===== config.mk =====
export PLATFORM = sky130hd
export DESIGN_NAME = memory_cycle_flat
export DESIGN_NICKNAME = d
export VERILOG_FILES = /design/src/rtl/memory_cycle_if.sv /design/src/rtl/memory_cycle.sv /design/src/flat_wrapper.sv
export SDC_FILE = /design/constraint.sdc
export NUM_CORES = 1
export LEC_CHECK = 0
export CAP_MARGIN = 40
export CORE_ASPECT_RATIO = 0.75
export CORE_MARGIN = 2
export CORE_UTILIZATION = 39
export DETAILED_ROUTE_END_ITERATION = 6
export HOLD_SLACK_MARGIN = 0.08
export PLACE_DENSITY = 0.8
export SYNTH_ARGS = -nofsm -noshare
export SYNTH_HDL_FRONTEND = slang
export SYNTH_SLANG_ARGS = --single-unit

===== constraint.sdc =====
create_clock -name clk -period 2.1 [get_ports clk]
set_input_delay 0.42 -clock clk [delete_from_list [all_inputs] [get_ports clk]]
set_output_delay 0.42 -clock clk [all_outputs]
set_load 0.05 [all_outputs]

===== src/rtl/memory_cycle_if.sv =====
// Memory bus between the memory stage (master) and the data memory (slave).
interface memory_cycle_if;
   logic        mem_req;
   logic        mem_we;
   logic [15:0] mem_addr;
   logic [15:0] mem_wdata;
   logic [15:0] mem_rdata;
   logic        mem_ack;

   modport master (
      output mem_req,
      output mem_we,
      output mem_addr,
      output mem_wdata,
      input  mem_rdata,
      input  mem_ack
   );

   modport slave (
      input  mem_req,
      input  mem_we,
      input  mem_addr,
      input  mem_wdata,
      output mem_rdata,
      output mem_ack
   );
endinterface


===== src/rtl/memory_cycle.sv =====
// Memory stage of the pipeline: latches the execute-stage results, runs
// LOAD/STORE accesses on the memory bus (stalling upstream until ack),
// selects write-back data and resolves branches.
// Optional feature: define MEM_TIMEOUT_EN to abort an access after 16
// cycles without ack, flagging a sticky mem_err.
module memory_cycle (
   input  logic                  clk,
   input  logic                  rst,
   input  logic [15:0]           aluout,
   input  logic [15:0]           bout,
   input  logic [3:0]            rdout,
   input  logic [3:0]            op,
   input  logic                  zero,
   input  logic                  pos,
   input  logic                  regwrite,
   input  logic                  execute_pcwrite,
   memory_cycle_if.master        mem,
   output logic [15:0]           forwarded_aluout,
   output logic [15:0]           wbdata,
   output logic [3:0]            rdout_m,
   output logic [3:0]            opout_m,
   output logic                  regwriteout,
   output logic                  branch_taken,
   output logic                  stall,
   output logic                  mem_err
);

   localparam logic [3:0] OP_LOAD  = 4'h8;
   localparam logic [3:0] OP_STORE = 4'h9;
   localparam logic [3:0] OP_BEQ   = 4'hA;
   localparam logic [3:0] OP_BGT   = 4'hB;

   typedef enum logic {
      IDLE   = 1'b0,
      ACCESS = 1'b1
   } state_t;

   state_t      state_q, state_d;
   logic [15:0] aluout_q, aluout_d;
   logic [15:0] bout_q, bout_d;
   logic [3:0]  rd_q, rd_d;
   logic [3:0]  op_q, op_d;
   logic        zero_q, zero_d;
   logic        pos_q, pos_d;
   logic        regwrite_q, regwrite_d;
   logic        pcwrite_q, pcwrite_d;
   logic [15:0] load_q, load_d;

`ifdef MEM_TIMEOUT_EN
   logic [3:0]  cnt_q, cnt_d;
   logic        err_q, err_d;
   logic        suppress_q, suppress_d;
`endif

   logic in_is_mem;
   assign in_is_mem = (op == OP_LOAD) || (op == OP_STORE);

   // Stage registers: capture new instruction whenever not stalled.
   always_comb begin
      aluout_d   = aluout_q;
      bout_d     = bout_q;
      rd_d       = rd_q;
      op_d       = op_q;
      zero_d     = zero_q;
      pos_d      = pos_q;
      regwrite_d = regwrite_q;
      pcwrite_d  = pcwrite_q;
      if (!stall) begin
         aluout_d   = aluout;
         bout_d     = bout;
         rd_d       = rdout;
         op_d       = op;
         zero_d     = zero;
         pos_d      = pos;
         regwrite_d = regwrite;
         pcwrite_d  = execute_pcwrite;
      end
   end

   // Access FSM: enter ACCESS on a captured LOAD/STORE, leave on ack (or timeout).
   always_comb begin
      state_d = state_q;
      load_d  = load_q;
`ifdef MEM_TIMEOUT_EN
      cnt_d      = cnt_q;
      err_d      = err_q;
      suppress_d = suppress_q;
`endif
      case (state_q)
         IDLE: begin
`ifdef MEM_TIMEOUT_EN
            // A new instruction is captured every IDLE cycle, so the
            // write-back suppression of an aborted access ends here.
            suppress_d = 1'b0;
            cnt_d      = 4'h0;
`endif
            if (in_is_mem) begin
               state_d = ACCESS;
            end
         end
         ACCESS: begin
            if (mem.mem_ack) begin
               state_d = IDLE;
               if (op_q == OP_LOAD) begin
                  load_d = mem.mem_rdata;
               end
            end
`ifdef MEM_TIMEOUT_EN
            else if (cnt_q == 4'hF) begin
               state_d    = IDLE;
               load_d     = 16'h0000;
               suppress_d = 1'b1;
               err_d      = 1'b1;
            end else begin
               cnt_d = cnt_q + 4'h1;
            end
`endif
         end
         default: state_d = IDLE;
      endcase
   end

   // State register with asynchronous clear of every stored value.
   always_ff @(posedge clk or posedge rst) begin
      if (rst) begin
         state_q    <= IDLE;
         aluout_q   <= 16'h0000;
         bout_q     <= 16'h0000;
         rd_q       <= 4'h0;
         op_q       <= 4'h0;
         zero_q     <= 1'b0;
         pos_q      <= 1'b0;
         regwrite_q <= 1'b0;
         pcwrite_q  <= 1'b0;
         load_q     <= 16'h0000;
`ifdef MEM_TIMEOUT_EN
         cnt_q      <= 4'h0;
         err_q      <= 1'b0;
         suppress_q <= 1'b0;
`endif
      end else begin
         state_q    <= state_d;
         aluout_q   <= aluout_d;
         bout_q     <= bout_d;
         rd_q       <= rd_d;
         op_q       <= op_d;
         zero_q     <= zero_d;
         pos_q      <= pos_d;
         regwrite_q <= regwrite_d;
         pcwrite_q  <= pcwrite_d;
         load_q     <= load_d;
`ifdef MEM_TIMEOUT_EN
         cnt_q      <= cnt_d;
         err_q      <= err_d;
         suppress_q <= suppress_d;
`endif
      end
   end

   logic access;
   assign access = (state_q == ACCESS);

   assign stall          = access;
   assign mem.mem_req    = access;
   assign mem.mem_we     = access && (op_q == OP_STORE);
   assign mem.mem_addr   = access ? aluout_q : 16'h0000;
   assign mem.mem_wdata  = access ? bout_q : 16'h0000;

   assign forwarded_aluout = aluout_q;
   assign rdout_m          = rd_q;
   assign opout_m          = op_q;
   assign wbdata           = (op_q == OP_LOAD) ? load_q : aluout_q;

   assign branch_taken = pcwrite_q && (((op_q == OP_BEQ) && zero_q) ||
                                       ((op_q == OP_BGT) && pos_q));

`ifdef MEM_TIMEOUT_EN
   assign regwriteout = regwrite_q && !access && (op_q != OP_STORE) && !suppress_q;
   assign mem_err     = err_q;
`else
   assign regwriteout = regwrite_q && !access && (op_q != OP_STORE);
   assign mem_err     = 1'b0;
`endif

endmodule


===== src/flat_wrapper.sv =====
// flat-port wrapper written by rule: the top's interface ports become plain ports
module memory_cycle_flat 
  (clk, rst, aluout, bout, rdout, op, zero, pos, regwrite, execute_pcwrite, forwarded_aluout, wbdata, rdout_m, opout_m, regwriteout, branch_taken, stall, mem_err, mem_mem_req, mem_mem_we, mem_mem_addr, mem_mem_wdata, mem_mem_rdata, mem_mem_ack);
  memory_cycle_if mem_i ();
  input  logic clk;
  input  logic rst;
  input  logic [15:0] aluout;
  input  logic [15:0] bout;
  input  logic [3:0] rdout;
  input  logic [3:0] op;
  input  logic zero;
  input  logic pos;
  input  logic regwrite;
  input  logic execute_pcwrite;
  output logic [15:0] forwarded_aluout;
  output logic [15:0] wbdata;
  output logic [3:0] rdout_m;
  output logic [3:0] opout_m;
  output logic regwriteout;
  output logic branch_taken;
  output logic stall;
  output logic mem_err;
  output wire logic [$bits(mem_i.mem_req)-1:0] mem_mem_req;
  output wire logic [$bits(mem_i.mem_we)-1:0] mem_mem_we;
  output wire logic [$bits(mem_i.mem_addr)-1:0] mem_mem_addr;
  output wire logic [$bits(mem_i.mem_wdata)-1:0] mem_mem_wdata;
  input wire logic [$bits(mem_i.mem_rdata)-1:0] mem_mem_rdata;
  input wire logic [$bits(mem_i.mem_ack)-1:0] mem_mem_ack;
  assign mem_mem_req = mem_i.mem_req;
  assign mem_mem_we = mem_i.mem_we;
  assign mem_mem_addr = mem_i.mem_addr;
  assign mem_mem_wdata = mem_i.mem_wdata;
  assign mem_i.mem_rdata = mem_mem_rdata;
  assign mem_i.mem_ack = mem_mem_ack;
  memory_cycle u_core (.clk(clk), .rst(rst), .aluout(aluout), .bout(bout), .rdout(rdout), .op(op), .zero(zero), .pos(pos), .regwrite(regwrite), .execute_pcwrite(execute_pcwrite), .mem(mem_i), .forwarded_aluout(forwarded_aluout), .wbdata(wbdata), .rdout_m(rdout_m), .opout_m(opout_m), .regwriteout(regwriteout), .branch_taken(branch_taken), .stall(stall), .mem_err(mem_err));
endmodule

==> results.py <==
metrics = {
    "place": {
        "place_congestion": 0.791,
        "io_buffer_count": 139,
        "dpl.hpwl_um": 5310,
    },
    "routing": {
        "drtIter0Drc": 80,
        "vias_per_cell": 4.88,
        "via_count": 2114,
        "wl_per_cell_um": 17.4,
        "drc": 0,
        "ant_nets": 0,
        "wirelength_um": 7540,
        "first_pass_iters": 4,
    },
    "sta": {
        "tns_ns": -2.24,
        "fin_crit_sh_pct": 107,
        "clock_skew_ns": 0.00418,
        "setup_ws_ns": -0.148,
        "worst_slew_pin_slew_ns": 0.528,
        "timing.final.crit_period_ns": 2.25,
        "maxSlewHeadroom_pct": 64.7,
        "setup_violations": 16,
        "max_freq_mhz": 445,
        "timing.final.max_slew_violations": 0,
        "finalHoldViolCount": 0,
        "rsz0062_at_grt": "true",
    },
    "pwr": {
        "p_per_area_nw_per_um2": 762,
        "p_leak_nw": 2.30,
        "finalPower_mw": 3.72,
        "vdd_drop_max_mv": 0.456,
    },
    "die": {
        "ios": 141,
        "chipWidth_um": 98.9,
        "die-area_um2": 7430,
        "initial_core_util_pct": 41.1,
        "coreArea_um2": 6410,
        "rows": 25,
        "die_h_um": 75.2,
    },
    "global_route": {
        "antenna_found_initial": 0,
        "grt_pass1_vias": 2280,
        "grt_max_degree": 62,
        "grt_pass1_wl_um": 11900,
        "global_route.overflow_total": 0,
        "track_usage_pct": 21.2,
    },
    "critical_path": {
        "crit_chain": "nor4b_4 -> buf_6 -> buf_12 -> mux2_4 -> buf_8",
        "crit_buf_inv": 3,
        "path_class": "flop to output pin",
        "max_stage_delay_ns": 0.42,
        "crit_cells": 5,
        "startpoint_type": "flop",
        "cpMaxStageDelayCell": "dfrtp_2",
        "r2r_slack_ns": 0.14,
        "cp_max_fo": 5,
        "r2r_cells": 5,
        "end_kind": "output pin",
        "crit_arrival_ns": 1.83,
        "cp_data_required_time_ns": 1.68,
        "critical-path-top-delay-family": "buffers and inverters",
    },
    "final_layout": {
        "n_fill_cell": 405,
        "multi_input_area_um2": 1100,
        "syn_to_final_growth_pct": 85.2,
        "fin_util_pct": 76.0,
        "register_area_um2": 1530,
        "final_common_cell": "clkdlybuf4s50_1",
        "n_antenna_cell": 0,
        "nets": 411,
        "final_cell_mix": "clkdlybuf4s50_1 (84), dfrtp_1 (57), buf_12 (41)",
        "drive_gt1_share_pct": 34.7,
    },
    "logic_synthesis": {
        "synth.avg_cell_area_um2": 13.3,
        "ys_seq_elements": 61,
        "ys_warn_count": 0,
        "synth_fp_nets": 261,
        "synth_cell_types": 21,
        "syn_inst": 198,
        "ys_seq_area_share_pct": 58.0,
        "syn-cell-area_um2": 2630,
    },
    "clock_network": {
        "clock_latency_ns": 0.33,
        "clock_path_buffers": 2,
        "cts_buffers": 9,
        "root_buffer": "clkbuf_8",
        "h-tree-depth": 3,
        "cts.hold.buffers_added": 0,
        "clk_pin_slew_ns": 0.06,
        "clock-sinks": 61,
        "cts_tree": "done",
    },
    "outcome": {
        "status": "complete, but fails checks",
        "violations": "negative setup slack",
    },
    "worst_hold_path": {
        "hold_class": "input pin to asynchronous set/reset pin",
    },
    "job": {
        "max-cap-violations": 0,
    },
}
-- through the flow --
| stage | setup slack (ns) | instances | hold WS (ns) | cell area (um^2) |
|---|---|---|---|---|
| final | -0.148 | 433 | 0.477 | 4870 |
| after global routing | -0.228 | 433 | 0.493 | 4870 |
| after CTS | -0.169 | 434 | 0.473 | 4890 |
| after detailed placement | 0.138 | 412 | 0.475 | 4550 |
| after global placement | 0.169 | 412 | 0.469 | 4550 |
| after floorplan | -0.219 | 198 | 0.452 | 2700 |
-- cell families after synthesis --
kind of cell    share of synthesized area [%]
buf+inv                                  3.18
simple gates                             10.0
flops                                    58.0
compound gates                           9.89
other cells                             0.142
mux                                      18.8
-- path summary, 6_finish.rpt --
kind	start	endpoint
min reg2reg	u_core.load_q[6]	u_core.load_q[6]
min	rst	u_core.bout_q[1]
min in group clk	u_core.load_q[6]	u_core.load_q[6]
max	u_core.opout_m[1]	wbdata[2]
max in group asynchronous	rst	u_core.opout_m[0]
max reg2reg	u_core.opout_m[1]	u_core.load_q[11]
-- synthesized netlist by cell type, drive strengths merged --
library cell | count | share of area [%]
dfrtp | 61 | 58
conb | 1 | 0.14
and2 | 32 | 7.6
inv | 3 | 0.43
mux2 | 43 | 18
nor3 | 2 | 0.38
nand2b | 1 | 0.24
or4b | 1 | 0.38
nor4b | 1 | 0.90
buf | 5 | 1.5
o311a | 1 | 0.38
and3 | 1 | 0.24
nand2 | 2 | 0.29
mux2i | 1 | 0.38
clkinv | 1 | 0.14
o21ai | 2 | 0.38
clkbuf | 8 | 1.1
a21o | 32 | 9.1
-- registers in the layout, indices dropped and copies added, names as in the netlist --
name and flops:
u_core.pos_q 1, u_core.forwarded_aluout 16, u_core.pcwrite_q 1, u_core.bout_q 16
u_core.zero_q 1, u_core.rdout_m 4, u_core.load_q 16, u_core.opout_m 4
u_core.regwrite_q 1, u_core.mem.mem_req 1
-- worst reg2reg max path: stages, from the launching register on --
cell     delay [ns]
dfrtp_2        0.42
nor4b_4        0.32
buf_4          0.27
and3_1         0.28
buf_4          0.21
mux2_2         0.35
-- report_power, final --
| part | internal (mW) | switching [mW] | total, mW |
|---|---|---|---|
| clock | 0.451 | 0.426 | 0.877 |
| combinational | 0.657 | 0.765 | 1.42 |
| sequential | 1.33 | 0.0880 | 1.42 |
| total | 2.44 | 1.28 | 3.72 |
-- layer usage --
metal,vias up,global-route usage [%],wire [um]
li1,984,-,-
met1,1033,24.6,2930
met2,86,36.7,3870
met3,11,7.89,625
met4,0,8.07,112
met5,-,0,0
-- final cells by class --
type	count	share of cell area [%]
well taps	81	2.08
clock buffers	13	3.05
multi-input cells	120	22.6
repair buffers	152	40.3
flip-flops and latches	61	31.4
clock inverters	2	0.205
inverters	4	0.308
-- what timing repair did --
action,in CTS,in global routing
setup endpoints to repair,16,17
buffers inserted,5,0
gates cloned,2,0
endpoints found under the hold margin,0,0
gates resized for setup,30,2
pin swaps,1,1
Power figures use the tool's default switching activity.
